### src/rtl/multi_channel_accumulator_if.sv
// Sample-in / result-out bundle for multi_channel_accumulator.
// The master drives the beats and the read select; the slave returns results and flags.
interface multi_channel_accumulator_if #(
    parameter int CHANNELS   = 4,
    parameter int DATA_WIDTH = 16,
    parameter int ACC_WIDTH  = 32
);
    localparam int CH_W = (CHANNELS > 1) ? $clog2(CHANNELS) : 1;

    logic                  enable;
    logic                  valid;
    logic                  clear;
    logic [CH_W-1:0]       channel;
    logic [DATA_WIDTH-1:0] data;
    logic [CH_W-1:0]       rd_channel;

    logic                  res_valid;
    logic [CH_W-1:0]       res_channel;
    logic [ACC_WIDTH-1:0]  res_sum;
    logic [ACC_WIDTH-1:0]  rd_sum;
    logic [CHANNELS-1:0]   overflow;

    modport master (
        output enable, valid, clear, channel, data, rd_channel,
        input  res_valid, res_channel, res_sum, rd_sum, overflow
    );

    modport slave (
        input  enable, valid, clear, channel, data, rd_channel,
        output res_valid, res_channel, res_sum, rd_sum, overflow
    );
endinterface

### src/rtl/multi_channel_accumulator.sv
// N-channel accumulator with wrap/saturate overflow handling, sticky per-channel
// overflow flags, a 1-cycle result port and an independent registered read port.
module multi_channel_accumulator #(
    parameter int CHANNELS   = 4,
    parameter int DATA_WIDTH = 16,
    parameter int ACC_WIDTH  = 32,
    parameter int SIGNED     = 0,
    parameter int SATURATE   = 0
) (
    input logic                       clk,
    input logic                       rst_n,
    multi_channel_accumulator_if.slave bus
);
    localparam int CH_W  = (CHANNELS > 1) ? $clog2(CHANNELS) : 1;
    localparam int EXT_W = ACC_WIDTH + 1;

    logic [ACC_WIDTH-1:0] acc_reg [CHANNELS];
    logic [CHANNELS-1:0]  ovf_reg;
    logic                 res_valid_reg;
    logic [CH_W-1:0]      res_channel_reg;
    logic [ACC_WIDTH-1:0] res_sum_reg;
    logic [ACC_WIDTH-1:0] rd_sum_reg;

    logic                 ch_in_range;
    logic                 rd_in_range;
    logic                 accept;
    logic                 clear_only;
    logic [CH_W-1:0]      ch_idx;
    logic [CH_W-1:0]      rd_idx;
    logic [ACC_WIDTH-1:0] acc_cur;
    logic [EXT_W-1:0]     data_ext;
    logic [EXT_W-1:0]     acc_ext;
    logic [EXT_W-1:0]     sum_ext;
    logic                 ovf;
    logic [ACC_WIDTH-1:0] sat_val;
    logic [ACC_WIDTH-1:0] acc_next;
    logic [CHANNELS-1:0]  ch_hit;

    always_comb begin
        ch_in_range = (int'(bus.channel) < CHANNELS);
        rd_in_range = (int'(bus.rd_channel) < CHANNELS);
        ch_idx      = ch_in_range ? bus.channel : '0;
        rd_idx      = rd_in_range ? bus.rd_channel : '0;
        accept      = bus.enable & bus.valid & ch_in_range;
        clear_only  = bus.enable & bus.clear & ~bus.valid & ch_in_range;

        acc_cur  = acc_reg[ch_idx];
        data_ext = {{(EXT_W-DATA_WIDTH){(SIGNED != 0) && bus.data[DATA_WIDTH-1]}}, bus.data};
        acc_ext  = {(SIGNED != 0) && acc_cur[ACC_WIDTH-1], acc_cur};
        sum_ext  = acc_ext + data_ext;

        // With both operands extended one bit, signed overflow shows up as the two
        // top sum bits disagreeing; the top bit is then the true sign of the result.
        ovf = (SIGNED != 0) ? (sum_ext[ACC_WIDTH] != sum_ext[ACC_WIDTH-1]) : sum_ext[ACC_WIDTH];

        if (SIGNED != 0)
            sat_val = sum_ext[ACC_WIDTH] ? {1'b1, {(ACC_WIDTH-1){1'b0}}}
                                         : {1'b0, {(ACC_WIDTH-1){1'b1}}};
        else
            sat_val = '1;

        if (bus.clear)
            acc_next = data_ext[ACC_WIDTH-1:0];
        else if (ovf && (SATURATE != 0))
            acc_next = sat_val;
        else
            acc_next = sum_ext[ACC_WIDTH-1:0];
    end

    for (genvar gi = 0; gi < CHANNELS; gi++) begin : g_hit
        assign ch_hit[gi] = (accept | clear_only) && (ch_idx == CH_W'(gi));
    end

    always_ff @(posedge clk or negedge rst_n) begin
        if (!rst_n) begin
            for (int c = 0; c < CHANNELS; c++) acc_reg[c] <= '0;
            ovf_reg         <= '0;
            res_valid_reg   <= 1'b0;
            res_channel_reg <= '0;
            res_sum_reg     <= '0;
            rd_sum_reg      <= '0;
        end else begin
            for (int c = 0; c < CHANNELS; c++) begin
                if (ch_hit[c]) begin
                    if (clear_only) begin
                        acc_reg[c] <= '0;
                        ovf_reg[c] <= 1'b0;
                    end else begin
                        acc_reg[c] <= acc_next;
                        ovf_reg[c] <= bus.clear ? 1'b0 : (ovf_reg[c] | ovf);
                    end
                end
            end
            res_valid_reg <= accept;
            if (accept) begin
                res_channel_reg <= bus.channel;
                res_sum_reg     <= acc_next;
            end
            // Read-before-write: samples the array before this edge's update lands.
            rd_sum_reg <= rd_in_range ? acc_reg[rd_idx] : '0;
        end
    end

    assign bus.res_valid   = res_valid_reg;
    assign bus.res_channel = res_channel_reg;
    assign bus.res_sum     = res_sum_reg;
    assign bus.rd_sum      = rd_sum_reg;
    assign bus.overflow    = ovf_reg;
endmodule

### src/flat_wrapper.sv
// flat-port wrapper written by rule: the top's interface ports become plain ports
module multi_channel_accumulator_flat 
#(
    parameter int CHANNELS   = 4,
    parameter int DATA_WIDTH = 16,
    parameter int ACC_WIDTH  = 32,
    parameter int SIGNED     = 0,
    parameter int SATURATE   = 0
)
  (clk, rst_n, bus_enable, bus_valid, bus_clear, bus_channel, bus_data, bus_rd_channel, bus_res_valid, bus_res_channel, bus_res_sum, bus_rd_sum, bus_overflow);
  multi_channel_accumulator_if #(.CHANNELS(CHANNELS), .DATA_WIDTH(DATA_WIDTH), .ACC_WIDTH(ACC_WIDTH)) bus_i ();
  input logic clk;
  input logic rst_n;
  input wire logic [$bits(bus_i.enable)-1:0] bus_enable;
  input wire logic [$bits(bus_i.valid)-1:0] bus_valid;
  input wire logic [$bits(bus_i.clear)-1:0] bus_clear;
  input wire logic [$bits(bus_i.channel)-1:0] bus_channel;
  input wire logic [$bits(bus_i.data)-1:0] bus_data;
  input wire logic [$bits(bus_i.rd_channel)-1:0] bus_rd_channel;
  output wire logic [$bits(bus_i.res_valid)-1:0] bus_res_valid;
  output wire logic [$bits(bus_i.res_channel)-1:0] bus_res_channel;
  output wire logic [$bits(bus_i.res_sum)-1:0] bus_res_sum;
  output wire logic [$bits(bus_i.rd_sum)-1:0] bus_rd_sum;
  output wire logic [$bits(bus_i.overflow)-1:0] bus_overflow;
  assign bus_i.enable = bus_enable;
  assign bus_i.valid = bus_valid;
  assign bus_i.clear = bus_clear;
  assign bus_i.channel = bus_channel;
  assign bus_i.data = bus_data;
  assign bus_i.rd_channel = bus_rd_channel;
  assign bus_res_valid = bus_i.res_valid;
  assign bus_res_channel = bus_i.res_channel;
  assign bus_res_sum = bus_i.res_sum;
  assign bus_rd_sum = bus_i.rd_sum;
  assign bus_overflow = bus_i.overflow;
  multi_channel_accumulator #(.CHANNELS(CHANNELS), .DATA_WIDTH(DATA_WIDTH), .ACC_WIDTH(ACC_WIDTH), .SIGNED(SIGNED), .SATURATE(SATURATE)) u_core (.clk(clk), .rst_n(rst_n), .bus(bus_i));
endmodule
### config.mk
export PLATFORM = sky130hd
export DESIGN_NAME = multi_channel_accumulator_flat
export DESIGN_NICKNAME = d
export VERILOG_FILES = /design/src/rtl/multi_channel_accumulator_if.sv /design/src/rtl/multi_channel_accumulator.sv /design/src/flat_wrapper.sv
export SDC_FILE = /design/constraint.sdc
export NUM_CORES = 1
export LEC_CHECK = 0
export CORE_MARGIN = 4
export CORE_UTILIZATION = 52
export DETAILED_ROUTE_END_ITERATION = 12
export PLACE_DENSITY = 0.74
export SETUP_SLACK_MARGIN = 0.5
export SYNTH_ARGS = -nofsm -noshare
export SYNTH_HDL_FRONTEND = slang
export SYNTH_SLANG_ARGS = --single-unit
export TNS_END_PERCENT = 10
### constraint.sdc
create_clock -name clk -period 2.9 [get_ports clk]
set_input_delay 0.29 -clock clk [delete_from_list [all_inputs] [get_ports clk]]
set_output_delay 0.29 -clock clk [all_outputs]
set_load 0.01 [all_outputs]
* Yosys cells after proc, flatten, opt, wreduce, memory -nomap -nowiden *
Index checks and enable logic that the tools add are counted.

operators by class
  add/subtract/negate cells = 1
  magnitude comparators = 2
  equality and inequality tests = 3
  mux-type cells = 16
  bitwise logic cells = 11
  reductions and logical operators = 5

operators with widths
  cell                                                             number
  32-bit 2-to-1 mux                                                6
  32-bit binary-select mux with 2-bit select                       2
  32-bit by 16-bit adder with 33-bit output                        1
  1-bit 2-to-1 mux                                                 8
  3-bit >= comparator, second input constant                       2
  2-bit inverter with 3-bit output                                 2
  1-bit bitwise OR                                                 5
  2-bit == test, second input constant                             2
  1-bit logical AND                                                4
  1-bit AND                                                        3
  2-bit by 1-bit == test with 1-bit output, second input constant  1
  2-bit zero test                                                  1
  1-bit inverter                                                   1

word-level totals
  flip-flop bits (word level) = 199
  logic and storage cells = 50

* Logic depth before layout (Yosys ltp) *
  depth after elaboration = 8
  depth in mapped cells = 14
  gate-level depth less buffers = 10

* Least setup slack after synthesis *
OpenSTA, ideal clock, no wires.

  path type = input-to-reg
  from = in bus_channel[1]
  to = reg u_core.acc_reg[109] in the netlist's numbering
  setup time = 130 ps
  arrival time = 3924 ps
  setup slack = -1153 ps
  stages on the path = 13
  cell sequence = buf_2 > buf_1 > buf_1 > buf_1 > mux4_2 > ha_1 > a21o_1 > a22oi_2 > a21oi_2 > o41ai_4 > mux2i_1 > a21boi_1 > o21ai_1

on the way
  longest elaborated chain between the ends = 7
  elaborated cells on any way between the ends = 9
  those cells by class = 1 x add/sub; 5 x mux; 1 x bitwise; 2 x reduce/logical

ends and longest elaborated chain
  element                                                 RTL line                         source
  from (decl)                                             flat_wrapper.sv:17               input wire logic [$bits(bus_i.channel)-1:0] bus_channel;
  2-bit inverter with 3-bit output (not written as such)  multi_channel_accumulator.sv:47  acc_cur = acc_reg[ch_idx];
  32-bit binary-select mux with 2-bit select              multi_channel_accumulator.sv:47
  32-bit 2-to-1 mux (not written as such) (2 in series)   multi_channel_accumulator.sv:47
  32-bit by 16-bit adder with 33-bit output               multi_channel_accumulator.sv:50  sum_ext = acc_ext + data_ext;
  32-bit 2-to-1 mux                                       multi_channel_accumulator.sv:62  if (bus.clear)
  32-bit 2-to-1 mux                                       multi_channel_accumulator.sv:85  if (clear_only) begin
  to (signal, indexed assignment)                         multi_channel_accumulator.sv:89  acc_reg[c] <= acc_next;
  to (decl)                                               multi_channel_accumulator.sv:17  logic [ACC_WIDTH-1:0] acc_reg [CHANNELS];

Several ways; a longest one is shown, not always the timed one. The select of a mux whose other input is x is not followed.
A chain may end at the register's enable or synchronous reset.

* Final worst setup path *
  from = reg u_core.acc_reg[0] in the netlist's numbering
  to = reg u_core.acc_reg[46] in the netlist's numbering

on the way
  longest elaborated chain between the ends = 6

ends and longest elaborated chain
  element                                                RTL line
  32-bit binary-select mux with 2-bit select             multi_channel_accumulator.sv:47
  32-bit 2-to-1 mux (not written as such) (2 in series)  multi_channel_accumulator.sv:47
  32-bit by 16-bit adder with 33-bit output              multi_channel_accumulator.sv:50
  32-bit 2-to-1 mux                                      multi_channel_accumulator.sv:62
  32-bit 2-to-1 mux                                      multi_channel_accumulator.sv:85

No other way between the ends. The select of a mux whose other input is x is not followed.

==> results by group <==
Outcome
  – Status: complete, but fails checks
  – Failing checks: negative setup slack

Final layout
  – Share of cells above drive strength 1: 30.90%
  – # fillers: 1,270
  – Number of flip-flops in the largest register: 128
  – Synth-to-Final Area Change: 33.69%
  – Final Net Count: around 1,200
  – Antenna diodes: 0
  – Final instance area: 13,250 um2

Yosys
  – Count of different cell masters after synthesis: 62
  – Synthesized area: 9912 um2
  – Synthesized area per cell: 11.09 um2
  – Yosys warning total: 0
  – FFs w/ async S/R, synth: 100.0%
  – Main flop type after synthesis: dfrtp_1
  – Register area share after synthesis: 50.24%
  – Synthesized instance count: 894
  – Number of synthesized flops with an enable pin: 0
  – Syn nets: around 940
  – Yosys reg bits: a little under 200

Placement
  – DP HPWL: 18,510 um
  – Port bufs: 95
  – DP Area: 12,090 um2
  – GPL Wtd Cong: 0.8776
  – Pre-CTS setup slack: -549.6 ps

Worst setup path
  – CP Class: flop to flop
  – Crit path capture type: flop
  – R2R Setup Slk: -180 ps
  – Crit path max fanout: 5
  – Critical path arrival: 3390 ps
  – Reg-to-Reg Start: u_core.acc_reg[0]
  – Worst reg2reg path endpoint: u_core.acc_reg[46]
  – Critical Path RT: 3210 ps
  – Startpoint Class: flop
  – Critical Path Start: u_core.acc_reg[0]
  – Worst R2R Path Depth: 11

Timing
  – Hold_ws: 371.1 ps
  – Worst Tran Pin Value: 727.7 ps
  – Final worst slack: -176.2 ps
  – Fmax: 325.1 MHz
  – Final worst path period share: 106.1%
  – Max_slew headroom: 51.37%
  – Max-slew violation count: 0
  – Setup violations, final: 105
  – Final hold violation count: 0
  – Tmin final: 3076 ps
  – RSZ-0062 raised after global routing: true
  – Final setup skew: 7.981 ps

Min path
  – WHS Endpoint: u_core.bus.res_sum[11]
  – Hold path depth: 3
  – HP Class: input pin to flop
  – Hold path startpoint: bus_clear

Clocking
  – Clk pin slew, worst setup/hold paths: roughly 70 ps
  – Worst-Skew Late Latency: approximately 430 ps
  – H-tree lvl count: 4
  – Sink Count: 199
  – CTS Buf Count: 17
  – CTS Root Cell: clkbuf_16
  – CTS tree: yes
  – Clock Tree Buf Depth: 2

Drt
  – Vias per cell: around 6.1
  – Antenna-violating nets left: 0
  – Post-route DRC violation count: 0
  – Iter 0 DRT Violations: 790
  – Vias: 8,335
  – Routed len/inst: 21.25 um
  – Post-Route WL: between 20,000 and 30,000 um
  – First drt pass iteration count: 5

Power
  – Leak: 5.809 nW
  – Total power: 9.972 mW
  – Max VDD drop: 0.0005455 V
  – Power Dens Cells: 752.5 nW/um2

Floorplan
  – Cell Rows: 50
  – # IOs: 96
  – Initial Utilization: 52.99%
  – Die H: 146.1 um
  – Core outline area: 18,710 um2
  – Die ar.: between 20,000 and 25,000 um2
  – Width of the die: 146.1 um

Global route
  – Initial antenna violation count: 0
  – GRT Util Overall: 27.25%
  – Global route overflow: 0
  – Vias in the first global route: 8,645
  – Largest net degree at the start of global routing: 85
  – First-pass GRT wire length: 46,220 um

Flow run
  – Max-capacitance violation count: 0
## final cells by class
type	count	area [um2]	area share, %
sequential	199	4980	37.58
timing repair buffer	255	2241	16.91
tap	234	292.8	2.209
clock inverter	6	65.06	0.4910
inverter	10	37.54	0.2833
clock buffer	24	501.7	3.786
multi-input combinational	629	5134	38.74
## metrics by stage
stage	TNS (ps)	utilization [%]	std cells
finish	-8706	70.84	1357
global route	-19670	70.84	1357
CTS	-1242	69.44	1345
detailed placement	-47400	64.62	1305
global placement	-41430	64.62	1305
floorplan	-35760	-	894
## how the worst max path moves through the flow
stage	end
after floorplan	u_core.acc_reg[109]
final	u_core.acc_reg[46]
after detailed placement	u_core.bus.overflow[2]
after global routing	u_core.acc_reg[60]
after CTS	u_core.acc_reg[106]
after global placement	u_core.bus.overflow[2]
## cell usage after synthesis (6+ instances only)
master	count	area share, %
mux2_2	8	0.91
inv_1	10	0.38
nand4_1	8	0.50
a21oi_1	31	1.6
and3_1	9	0.57
mux4_2	63	14
o21ai_1	7	0.35
xor2_1	10	0.88
buf_1	10	0.38
o31ai_1	15	1.1
a31oi_1	6	0.38
xnor2_1	12	1.1
ha_1	16	2.0
mux2i_1	8	0.81
clkbuf_1	39	1.5
dfrtp_1	199	50
nand3_1	16	0.81
nor2b_1	6	0.38
a21o_1	11	0.83
o21ai_0	127	6.4
nor2_1	24	0.91
a22o_1	6	0.53
nand2_1	185	7.0
## critical path: stages, from the launching register on
cell       delay [ps]
dfrtp_1           380
mux4_2            510
ha_4              190
fa_2              370
a21o_1            250
a22o_1            230
a2bb2oi_2         170
buf_6             160
a211o_1           140
nand3b_1          180
a31oi_4           250
o21ai_1           110
## cell families after synthesis
| logic type | after synthesis | synth area share, % |
|---|---|---|
| flops | 199 | 50.24 |
| xor+xnor | 22 | 1.944 |
| buf+inv | 67 | 2.752 |
| fa+ha+maj | 17 | 2.222 |
| mux | 81 | 16.44 |
| compound gates | 234 | 14.30 |
| simple gates | 274 | 12.11 |
## layer usage
layer / track usage, % / wire length (um) / part of all wire (%)
met5: 0 / 0 / 0
met4: 9.925 / 607 / 2.1
met3: 6.828 / 2394 / 8.3
met2: 42.68 / 13990 / 49
met1: 37.45 / 11840 / 41
## what timing repair did
item | CTS | global route
hold buffers | 1 | 0
endpoints found under the hold margin | 80 | 0
buffers inserted | 7 | 12
setup endpoints to repair | 148 | 154
resized for setup | 69 | 81
pin swaps | 48 | 60
gates cloned | 2 | 0
## where the power goes
group | total, mW | leakage (nW) | internal, mW | switching (mW)
Clock | 2.33 | 0.279 | 1.29 | 1.04
Sequential | 3.64 | 2.63 | 3.31 | 0.329
Combinational | 4.01 | 2.90 | 2.13 | 1.87
Total | 9.97 | 5.81 | 6.73 | 3.24
## cell usage in the layout, fill, tap and decap left out, types with 7 or more instances in the layout
| master | count |
|---|---|
| dfrtp_1 | 199 |
| nand2_1 | 183 |
| buf_4 | 148 |
| clkdlybuf4s50_1 | 90 |
| o21ai_1 | 68 |
| mux4_2 | 63 |
| o21ai_0 | 53 |
| nor2_1 | 24 |
| a21oi_1 | 19 |
| clkbuf_16 | 17 |
| o31ai_1 | 14 |
| a21oi_2 | 13 |
| o21ai_2 | 13 |
| a21o_1 | 11 |
| inv_1 | 10 |
| nand3_1 | 10 |
| ha_1 | 10 |
| xor2_1 | 9 |
| nand4_1 | 8 |
| and3_1 | 7 |
| xnor2_1 | 7 |
| mux2i_1 | 7 |
| buf_12 | 7 |
Note: power is estimated with default switching activity, not from simulation.
